===== src/rtl/fetch_pkg.sv =====
// Shared types for the instruction fetch queue: FSM state, FIFO entry layout
// and a saturating adder for the optional statistics counters.
package fetch_pkg;

   localparam int          INSTR_W = 32;
   localparam logic [31:0] PC_STEP = 32'd4;

   typedef enum logic [1:0] {
      IDLE    = 2'd0,
      WAIT    = 2'd1,
      DISCARD = 2'd2
   } fetch_state_t;

   typedef struct packed {
      logic [INSTR_W-1:0] pc;
      logic [INSTR_W-1:0] instr;
   } fetch_entry_t;

   function automatic logic [31:0] sat_add(input logic [31:0] a, input logic [31:0] b);
      logic [32:0] s;
      s = {1'b0, a} + {1'b0, b};
      return s[32] ? 32'hFFFF_FFFF : s[31:0];
   endfunction

endpackage


===== src/rtl/fetch_fifo.sv =====
// DEPTH-entry FIFO of fetch entries; head is visible the cycle after its push, no bypass.
// Backpressure: caller must not push when full unless popping; flush beats push and pop.
module fetch_fifo
   import fetch_pkg::*;
#(
   parameter int DEPTH = 4,
   localparam int AW = $clog2(DEPTH),
   localparam int CW = AW + 1
) (
   input  logic          clk_i,
   input  logic          rst_i,
   input  logic          push_i,
   input  fetch_entry_t  push_dat_i,
   input  logic          pop_i,
   input  logic          flush_i,
   output fetch_entry_t  head_o,
   output logic [CW-1:0] count_o,
   output logic          full_o,
   output logic          empty_o
);

   fetch_entry_t   mem [DEPTH];
   logic [AW-1:0]  wr_ptr;
   logic [AW-1:0]  rd_ptr;
   logic [CW-1:0]  count_q;

   assign head_o  = mem[rd_ptr];
   assign count_o = count_q;
   assign full_o  = (count_q == CW'(DEPTH));
   assign empty_o = (count_q == '0);

   always_ff @(posedge clk_i) begin
      if (!rst_i || flush_i) begin
         wr_ptr  <= '0;
         rd_ptr  <= '0;
         count_q <= '0;
      end else begin
         if (push_i) wr_ptr <= wr_ptr + AW'(1);
         if (pop_i)  rd_ptr <= rd_ptr + AW'(1);
         count_q <= count_q + CW'(push_i) - CW'(pop_i);
      end
   end

   // Storage carries no reset; occupancy alone decides what is valid.
   always_ff @(posedge clk_i) begin
      if (push_i && !flush_i) mem[wr_ptr] <= push_dat_i;
   end

endmodule


===== src/rtl/instr_fetch_queue.sv =====
// Sequential instruction fetcher with one outstanding imem request, buffered in a FIFO.
// Ack -> inst_valid_o one cycle later; stops issuing when full. FETCH_STATS_EN adds counters.
module instr_fetch_queue
   import fetch_pkg::*;
#(
   parameter int          DEPTH    = 4,
   parameter logic [31:0] RESET_PC = 32'h0000_0000
) (
   input  logic        clk_i,
   input  logic        rst_i,
   output logic        imem_req_o,
   output logic [31:0] imem_addr_o,
   input  logic        imem_ack_i,
   input  logic [31:0] imem_data_i,
   input  logic        redirect_i,
   input  logic [31:0] redirect_pc_i,
   output logic        inst_valid_o,
   output logic [31:0] inst_o,
   output logic [31:0] inst_pc_o,
   input  logic        inst_ready_i
`ifdef FETCH_STATS_EN
   ,
   output logic [31:0] stat_fetched_o,
   output logic [31:0] stat_flushed_o
`endif
);

   localparam int CW = $clog2(DEPTH) + 1;

   fetch_state_t  state_q;
   logic [31:0]   fetch_pc_q;
   logic [31:0]   next_pc;
   logic [31:0]   target_pc;
   logic          push;
   logic          pop;
   logic          room_after_push;
   logic [CW-1:0] cnt_after_push;
   logic [CW-1:0] fifo_count;
   logic          fifo_full;
   logic          fifo_empty;
   fetch_entry_t  push_dat;
   fetch_entry_t  head;
   fetch_entry_t  hold_q;

   assign target_pc = redirect_pc_i & ~32'h3;
   assign next_pc   = fetch_pc_q + PC_STEP;

   assign inst_valid_o = !fifo_empty;
   assign pop  = inst_valid_o && inst_ready_i && !redirect_i;
   assign push = (state_q == WAIT) && imem_ack_i && !redirect_i;

   assign push_dat.pc    = fetch_pc_q;
   assign push_dat.instr = imem_data_i;

   // Only evaluated while WAIT, where count < DEPTH, so the sum cannot overflow CW.
   assign cnt_after_push  = fifo_count + CW'(1) - CW'(pop);
   assign room_after_push = cnt_after_push < CW'(DEPTH);

   fetch_fifo #(.DEPTH(DEPTH)) u_fifo (
      .clk_i      (clk_i),
      .rst_i      (rst_i),
      .push_i     (push),
      .push_dat_i (push_dat),
      .pop_i      (pop),
      .flush_i    (redirect_i),
      .head_o     (head),
      .count_o    (fifo_count),
      .full_o     (fifo_full),
      .empty_o    (fifo_empty)
   );

   always_ff @(posedge clk_i) begin
      if (!rst_i) begin
         state_q     <= IDLE;
         fetch_pc_q  <= RESET_PC;
         imem_req_o  <= 1'b0;
         imem_addr_o <= RESET_PC;
      end else begin
         case (state_q)
            IDLE: begin
               if (redirect_i) begin
                  fetch_pc_q <= target_pc;
               end else if (!fifo_full) begin
                  state_q     <= WAIT;
                  imem_req_o  <= 1'b1;
                  imem_addr_o <= fetch_pc_q;
               end
            end
            WAIT: begin
               if (redirect_i) begin
                  fetch_pc_q <= target_pc;
                  if (imem_ack_i) begin
                     state_q    <= IDLE;
                     imem_req_o <= 1'b0;
                  end else begin
                     // Memory cannot cancel: keep the old request up and drop its data later.
                     state_q <= DISCARD;
                  end
               end else if (imem_ack_i) begin
                  fetch_pc_q <= next_pc;
                  if (room_after_push) begin
                     imem_addr_o <= next_pc;
                  end else begin
                     state_q    <= IDLE;
                     imem_req_o <= 1'b0;
                  end
               end
            end
            DISCARD: begin
               if (redirect_i) fetch_pc_q <= target_pc;
               if (imem_ack_i) begin
                  state_q    <= IDLE;
                  imem_req_o <= 1'b0;
               end
            end
            default: begin
               state_q    <= IDLE;
               imem_req_o <= 1'b0;
            end
         endcase
      end
   end

   // Last visible head, so outputs stay put while the queue is empty.
   always_ff @(posedge clk_i) begin
      if (!rst_i) hold_q <= '0;
      else if (!fifo_empty) hold_q <= head;
   end

   assign inst_o    = fifo_empty ? hold_q.instr : head.instr;
   assign inst_pc_o = fifo_empty ? hold_q.pc    : head.pc;

`ifdef FETCH_STATS_EN
   always_ff @(posedge clk_i) begin
      if (!rst_i) begin
         stat_fetched_o <= '0;
         stat_flushed_o <= '0;
      end else begin
         if (push) stat_fetched_o <= sat_add(stat_fetched_o, 32'd1);
         // A redirect while WAIT orphans the in-flight response; DISCARD already counted it.
         if (redirect_i)
            stat_flushed_o <= sat_add(stat_flushed_o,
                                      32'(fifo_count) + 32'(state_q == WAIT));
      end
   end
`endif

endmodule


===== config.mk =====
export PLATFORM = sky130hd
export DESIGN_NAME = instr_fetch_queue
export DESIGN_NICKNAME = d
export VERILOG_FILES = /design/src/rtl/fetch_pkg.sv /design/src/rtl/fetch_fifo.sv /design/src/rtl/instr_fetch_queue.sv
export SDC_FILE = /design/constraint.sdc
export NUM_CORES = 1
export LEC_CHECK = 0
export BUFFER_PORTS_ARGS = -buffer_cell sky130_fd_sc_hd__clkbuf_2
export CORE_AREA = 8 8 241 243
export DETAILED_ROUTE_END_ITERATION = 16
export DIE_AREA = 0 0 249 251
export GPL_ROUTABILITY_DRIVEN = 0
export PLACE_DENSITY = 0.44
export SYNTH_ARGS = -nofsm -noshare
export SYNTH_HDL_FRONTEND = slang
export SYNTH_HIERARCHICAL = 1
export SYNTH_SLANG_ARGS = --single-unit

===== constraint.sdc =====
create_clock -name clk_i -period 4.9 [get_ports clk_i]
set_clock_uncertainty 0.1 [all_clocks]
set_input_delay 0.49 -clock clk_i [delete_from_list [all_inputs] [get_ports clk_i]]
set_output_delay 0.49 -clock clk_i [all_outputs]
set_load 0.03 [all_outputs]

==> results of run 1 <==
## per-stage QoR
stage / power [W] / hold slack [ns] / instance area (um2) / util
after CTS: 0.00753 / 0.00197 / 19100 / 0.351
final: 0.00738 / 0.0497 / 19100 / 0.351
after global placement: 0.00412 / 0.372 / 17600 / 0.324
after global routing: 0.00768 / 0.0227 / 19100 / 0.351
after floorplan: 0.00397 / 0.355 / 16200 / -
after detailed placement: 0.00412 / 0.378 / 17600 / 0.324
## synth_stat cells, types with 6 or more instances
master	count
buf_6	7
nor4_1	7
o41ai_1	6
mux4_2	60
and2_1	72
buf_2	11
xor2_1	9
a211oi_1	13
or3_1	8
nand4_1	13
a21oi_1	39
dfxtp_1	136
xnor2_1	21
nor3_1	16
nand2_1	50
clkbuf_1	39
mux2_2	66
nand3_1	11
nor2_1	41
edfxtp_1	256
inv_1	17
o21ai_0	38
ha_1	7
buf_12	6
and3_1	8
## cell type report
type / instances / share of cell area
Inverter: 17 / 0.00334
Timing Repair Buffer: 184 / 0.0549
Sequential cell: 392 / 0.546
Multi-Input combinational cell: 594 / 0.272
Clock inverter: 17 / 0.00793
Antenna cell: 1 / 0.000131
Clock buffer: 68 / 0.0696
Tap cell: 704 / 0.0461
## per-layer routing
metal	vias to the layer above	track usage	wire, um
met5	-	0	0
met4	0	0.0379	849
met3	56	0.0294	1830
met2	210	0.215	19300
met1	4812	0.171	19200
li1	4422	-	-
## report_power, final
group	switching, W	internal [W]
logic	0.000258	0.000135
clock network	0.00135	0.00198
registers	0.0000792	0.00358
total	0.00168	0.00570
## sequential cells by signal (all words and copies together) (netlist names), named ones only
signal	count
fetch_pc_q	30
hold_q	64
imem_addr_o	30
imem_req_o	1
state_q	2
u_fifo/count_o	3
u_fifo/mem	256
u_fifo/rd_ptr	2
u_fifo/wr_ptr	2
## final timing paths
path	startpoint	end	slack (ns)	cells after the start
worst max register to register	u_fifo/count_o[0]	imem_addr_o[7]	1.79	8
worst max-delay path	flop	inst_pc_o[29]	1.46	4
worst min register to register	imem_req_o	imem_req_o	0.39	2
worst min-delay path	imem_data_i[28]	u_fifo/mem[1][28]	0.05	1
## logic make-up after synthesis
kind of cell | count (synthesis) | synth area share
DFF | 392 | 0.645
and+or+nand+nor | 265 | 0.0966
AOI/OAI and AO/OA | 148 | 0.0597
muxes | 132 | 0.138
buffers and inverters | 94 | 0.0362
xor gates and xnor gates | 31 | 0.0178
adders and majority gates | 8 | 0.00667
other | 1 | 0.000232
## critical path, delay by kind of cell, from the launching register on
family,cells,cell delay (ns)
multiplexers,2,0.95
buffers and inverters,2,0.58
flip-flops,1,0.74
## repair_timing
action,in CTS,in global routing
buffers inserted,0,0
endpoints found under the hold margin,8,0
setup endpoints to repair,0,0
hold buffers,3,0
resized for setup,0,0
## cell usage in the layout (no fill, tap or decap), types with 8 or more instances in the layout
master / n
clkbuf_1: 13
dfxtp_1: 134
buf_4: 15
clkbuf_16: 47
o21ai_0: 38
nor2_1: 41
nand4_1: 13
mux2_2: 66
and2_1: 68
edfxtp_1: 256
xnor2_1: 21
inv_1: 17
or3_1: 8
a211oi_1: 13
mux4_2: 60
conb_1: 10
a21oi_1: 39
nand3_1: 11
nor3_1: 15
xor2_1: 9
clkbuf_2: 161
nand2_1: 50
and3_1: 8
==> summary.md, run 1 <==
| Metric | Value |
|---|---|
| Initial DRC count | `559` |
| WL per Instance | `20.8 um` |
| Post-Syn Area | `0.0161 mm2` |
| RSZ-0062 raised after global routing | `no` |
| Setup TNS | `0 ns` |
| Maximum clock frequency | `291 MHz` |
| Max H-tree Level | `2` |
| Status | `completed` |
| Pwr Density | `386 mW/mm2` |
| Post-Place Cells | `1,888` |
| Clock transition at path regs | `0.06 ns` |
| Final max-slew violation count | `0` |
| Number of global-route vias before repair | `9,920` |
| Worst setup path category | `reg -> out` |
| Initial antenna violation count | `1` |
| Clock period minus worst slack | `3.44 ns` |
| Area contributors post-synth | `edfxtp_1, dfxtp_1, mux4_2, mux2_2, and2_1` |
| Chip Width | `249 um` |
| CTS Root Cell | `clkbuf_16` |
| Area occupied by multi-input gates | `0.00520 mm2` |
| Area grow syn2layout | `18.3%` |
| Final layout net count | `1,312` |
| Max IR drop VDD | `0.246 mV` |
| Final cell count without fillers | `1,977` |
| Predominant post-synthesis flop cell | `edfxtp_1` |
| Die height | `251 um` |
| Top cell type's share of synthesized area | `0.477` |
| First-pass GRT wire length | `62,900 um` |
| Clock Sinks | `392` |
| Largest net degree at the start of global routing | `67` |
| Pleak | `6.74 nW` |
| Final global-route overflow total | `0` |
| Final HPWL DP | `25,600 um` |
| CTS buffer count | `46` |
| DRC viols | `0` |
| DP Worst Slack | `1.61 ns` |
| Core area | `0.0543 mm2` |
| Synth warnings | `6` |
| Critical Path AT | `2.85 ns` |
| Fillers | `5,249` |
| Routed WL | `41,200 um` |
| Clk_lat worst skew | `0.56 ns` |
| FF/Latch Area | `0.0104 mm2` |
| Share of cells above drive strength 1 | `0.322` |
| Hold Vio Cnt, Final | `0` |
| Crit-path max FO | `39` |
| # setup viols final | `0` |
| Via/cell ratio | `4.81` |
| Final Cycle Share | `0.701` |
| Initial core utilization | `0.297` |
| CP max stage delay | `0.74 ns` |
| Post-synth EDFFs | `256` |
| Crit path capture type | `output port` |
| Antenna-violating nets left | `0` |
| CTS Buffer Depth | `3` |
| Worst EP required | `4.31 ns` |
| Distinct cells, synth | `73` |
| Io pins | `167` |
| Worst setup margin | `1.46 ns` |
| CTS tree | `yes` |
| #FFs+latches synth | `392` |
| First drt pass iteration count | `5` |
| Worst Hold Class | `in -> reg` |
| Syn_area_per_cell | `15.1 um2` |
| CP Cell Sequence | `buf_12 > mux4_1 > mux2_2 > clkbuf_2` |
| Vias | `9,500` |
| Crit start category | `flop` |
| Async set or reset register ratio after synthesis | `0` |
| Worst-margin pin slew | `1.08 ns` |
| Sequential fraction of the synthesis area | `0.645` |
| Post-Synthesis Cells | `1,071` |
| DIE AREA | `0.0625 mm2` |
| Slew HR | `0.278` |
| Row cnt | `86` |
| Overall Global Routing Usage | `0.130` |
| Port-buffer cells | `162` |
| Maxcap violations | `0` |
| Area leader, netlist | `edfxtp_1` |
| Slowest cell on the critical path | `dfxtp_4` |
Power figures use the tool's default switching activity.
==> run 2: changes to the inputs <==
--- a/config.mk
+++ b/config.mk
@@ -5,12 +5,13 @@
 export SDC_FILE = /design/constraint.sdc
 export NUM_CORES = 1
 export LEC_CHECK = 0
+export ABC_AREA = 1
 export BUFFER_PORTS_ARGS = -buffer_cell sky130_fd_sc_hd__clkbuf_2
-export CORE_AREA = 8 8 241 243
+export CORE_AREA = 8 8 246 248
 export DETAILED_ROUTE_END_ITERATION = 16
-export DIE_AREA = 0 0 249 251
+export DIE_AREA = 0 0 254 256
 export GPL_ROUTABILITY_DRIVEN = 0
-export PLACE_DENSITY = 0.44
+export PLACE_DENSITY = 0.46
 export SYNTH_ARGS = -nofsm -noshare
 export SYNTH_HDL_FRONTEND = slang
 export SYNTH_HIERARCHICAL = 1
==> constraint.sdc (replaced) <==
create_clock -name clk_i -period 2.93 [get_ports clk_i]
set_clock_uncertainty 0.1 [all_clocks]
set_input_delay 0.293 -clock clk_i [delete_from_list [all_inputs] [get_ports clk_i]]
set_output_delay 0.293 -clock clk_i [all_outputs]
set_load 0.03 [all_outputs]
==> summary.md, run 2 <==
| Metric | Value |
|---|---|
| Io pins | `167 (unchanged)` |
| Row cnt | `88 (+2.3%)` |
| Crit-path max FO | `64 (+64%)` |
| WL per Instance | `15.5 um (-26%)` |
| CTS Buffer Depth | `3 (unchanged)` |
| Most common cell after layout, fill and taps aside | `nand2_1` |
| RSZ-0062 raised after global routing | `no` |
| Hold Vio Cnt, Final | `0 (unchanged)` |
| Registers with the most flip-flops | `u_fifo/mem (256), hold_q (64)` |
| Post-Synthesis Cells | `1,812 (+69%)` |
| Maxcap violations | `0 (unchanged)` |
| DRC viols | `0 (unchanged)` |
| Area occupied by multi-input gates | `0.00523 mm2 (+0.53%)` |
| Vias | `12,500 (+31%)` |
| Post-synth EDFFs | `256 (unchanged)` |
| Most frequent cells in the layout | `nand2_1, edfxtp_1, inv_1` |
| Layout Utilization | `0.365 (+0.0137)` |
| Family with the most delay on the worst path | `buffers and inverters` |
| Worst EP required | `2.54 ns (-1.77 ns)` |
| Clock period minus worst slack | `2.70 ns` |
| Top-count cell post-synth | `nand2_1` |
| Final layout net count | `2,108 (+61%)` |
| # diodes | `0 (-1)` |
| Crit start category | `flop` |
| Critical Path AT | `2.30 ns (-0.55 ns)` |
| Chip Width | `254 um (+2.0%)` |
| Final max-slew violation count | `0 (unchanged)` |
| CP Cell Sequence | `nor3_2 > buf_4 > buf_6 > nand2_1 > nand2_1 > clkbuf_2` |
| Status | `completed` |
| Core area | `0.0568 mm2 (+4.6%)` |
| Async set or reset register ratio after synthesis | `0 (unchanged)` |
| Sequential fraction of the synthesis area | `0.619 (-0.0265)` |
| Share of cells above drive strength 1 | `0.143 (-0.179)` |
| Crit path capture type | `output port` |
| Synth warnings | `6 (unchanged)` |
| Setup TNS | `0 ns (unchanged)` |
| First-pass GRT wire length | `67,900 um (+8.0%)` |
| Area contributors post-synth | `edfxtp_1, dfxtp_1, nand2_1, a21oi_1, inv_1` |
| Slew HR | `0.332 (+0.0537)` |
| Initial antenna violation count | `0 (-1)` |
| Port-buffer cells | `162 (unchanged)` |
| Predominant post-synthesis flop cell | `edfxtp_1` |
| Max FFs per register | `256 (unchanged)` |
| Pleak | `8.46 nW (+25%)` |
| CTS buffer count | `46 (unchanged)` |
| Post-Syn Area | `0.0168 mm2 (+4.3%)` |
| CTS Root Cell | `clkbuf_16` |
| Worst-margin pin slew | `1.00 ns (-0.0816 ns)` |
| Number of global-route vias before repair | `12,000 (+21%)` |
| Final Cycle Share | `0.920` |
| Distinct cells, synth | `35 (-52%)` |
| Commonest cells in the netlist | `nand2_1, edfxtp_1, inv_1` |
| Most flops, register | `u_fifo/mem` |
| Max IR drop VDD | `0.351 mV (+42%)` |
| # setup viols final | `0 (unchanged)` |
| Antenna-violating nets left | `0 (unchanged)` |
| Pwr Density | `636 mW/mm2 (+65%)` |
| Area leader, netlist | `edfxtp_1` |
| Initial core utilization | `0.296 (-0.000776)` |
| CP max stage delay | `0.42 ns (-0.32 ns)` |
| Die height | `256 um (+2.0%)` |
| Worst setup path category | `reg -> out` |
| CTS tree | `yes` |
| Final HPWL DP | `28,100 um (+10%)` |
| #FFs+latches synth | `392 (unchanged)` |
| Max H-tree Level | `2 (unchanged)` |
| Clock Sinks | `392 (unchanged)` |
| Slowest cell on the critical path | `buf_6` |
| Clock transition at path regs | `0.06 ns (about the same)` |
| First drt pass iteration count | `6 (+1)` |
| Top cell type's share of synthesized area | `0.457 (-0.0196)` |
| Via/cell ratio | `4.40 (-8.5%)` |
| Routed WL | `43,800 um (+6.3%)` |
| Critical path buffers and inverters | `3 (+1)` |
| Largest net degree at the start of global routing | `97 (+45%)` |
| Fillers | `5,825 (+11%)` |
| Final global-route overflow total | `0 (unchanged)` |
| Maximum clock frequency | `371 MHz` |
| DIE AREA | `0.0650 mm2 (+4.0%)` |
| FF/Latch Area | `0.0104 mm2 (unchanged)` |
| Worst Hold Class | `in -> reg` |
| R2r setup slk | `0.49 ns (-1.30 ns)` |
| Area grow syn2layout | `23.3%` |
| Syn_area_per_cell | `9.28 um2 (-38%)` |
| Clk_lat worst skew | `0.57 ns (about the same)` |
| Overall Global Routing Usage | `0.131 (+0.00124)` |
| Initial DRC count | `591 (+5.7%)` |
| Most used cell, CP | `nand2_1` |
-- run 2: changes by cell type in the layout (fill, tap and decap cells not counted), sizes merged, moves of 63 or more --
| cell | before | now |
|---|---|---|
| mux2 | 66 | 0 |
| and2 | 72 | 0 |
| nor2 | 41 | 104 |
| o21ai | 41 | 117 |
| nand2 | 50 | 540 |
| a21oi | 39 | 207 |
| mux4 | 64 | 0 |
| inv | 18 | 217 |
-- run 2: metrics by stage --
step / hold WS [ns] / total power, W / setup slack (ns) / instances / instance area, um2
after floorplan: 0.292 / 0.00708 / -0.657 / 1821 / 16900
after global placement: 0.353 / 0.00751 / 0.425 / 2685 / 18600
after detailed placement: 0.364 / 0.00753 / 0.393 / 2685 / 18600
after CTS: 0.0664 / 0.0134 / 0.169 / 2834 / 20700
after global routing: 0.109 / 0.0138 / 0.0223 / 2834 / 20700
final: 0.0872 / 0.0132 / 0.235 / 2834 / 20700
-- run 2: per-layer routing --
layer	up-vias	GRT usage	routed length (um)
met4	0	0.0410	1040
li1	6407	-	-
met3	66	0.0255	2050
met5	-	0	0
met1	5761	0.176	20700
met2	232	0.213	20000
-- run 2: final timing paths --
path | start | to | cells past startpoint
setup / recovery | u_fifo/count_o[0] | inst_pc_o[14] | 6
hold / removal | inst_ready_i | u_fifo/rd_ptr[0] | 4
hold reg to reg | hold_q[55] | hold_q[55] | 2
setup reg to reg | state_q[0] | u_fifo/mem[0][8] | 7
-- run 2: power breakdown --
| group | switching, W | internal (W) |
|---|---|---|
| combinational | 0.000848 | 0.000394 |
| sequential | 0.000169 | 0.00606 |
| clock | 0.00227 | 0.00345 |
| total | 0.00329 | 0.00990 |
-- run 2: kinds of logic after synthesis --
group,share of synthesized area
adder cells (fa/ha/maj),0.00640
flip-flops,0.619
buffers and inverters,0.0746
other,0.000223
AND/OR/NAND/NOR,0.168
XOR/XNOR,0.00469
AO/OA/AOI/OAI,0.128
-- run 2: final cells by class --
class	count	share of cell area
Sequential cell	392	0.502
Inverter	214	0.0388
Multi-Input combinational cell	1120	0.252
Tap cell	765	0.0461
Clock buffer	71	0.0652
Timing Repair Buffer	257	0.0873
Clock inverter	15	0.00826
-- run 2: worst min-delay path, delay by kind of cell --
family          cells  cell delay [ns]
simple gates        1             0.09
compound gates      1             0.08
buf+inv             2             0.23
-- run 2: repair_timing --
action                                  in CTS  in global routing
hold buffers                                63                  0
resized for setup                            2                  0
endpoints found under the hold margin      160                  0
buffers inserted                             0                  0
endpoints found under the setup margin      22                  0
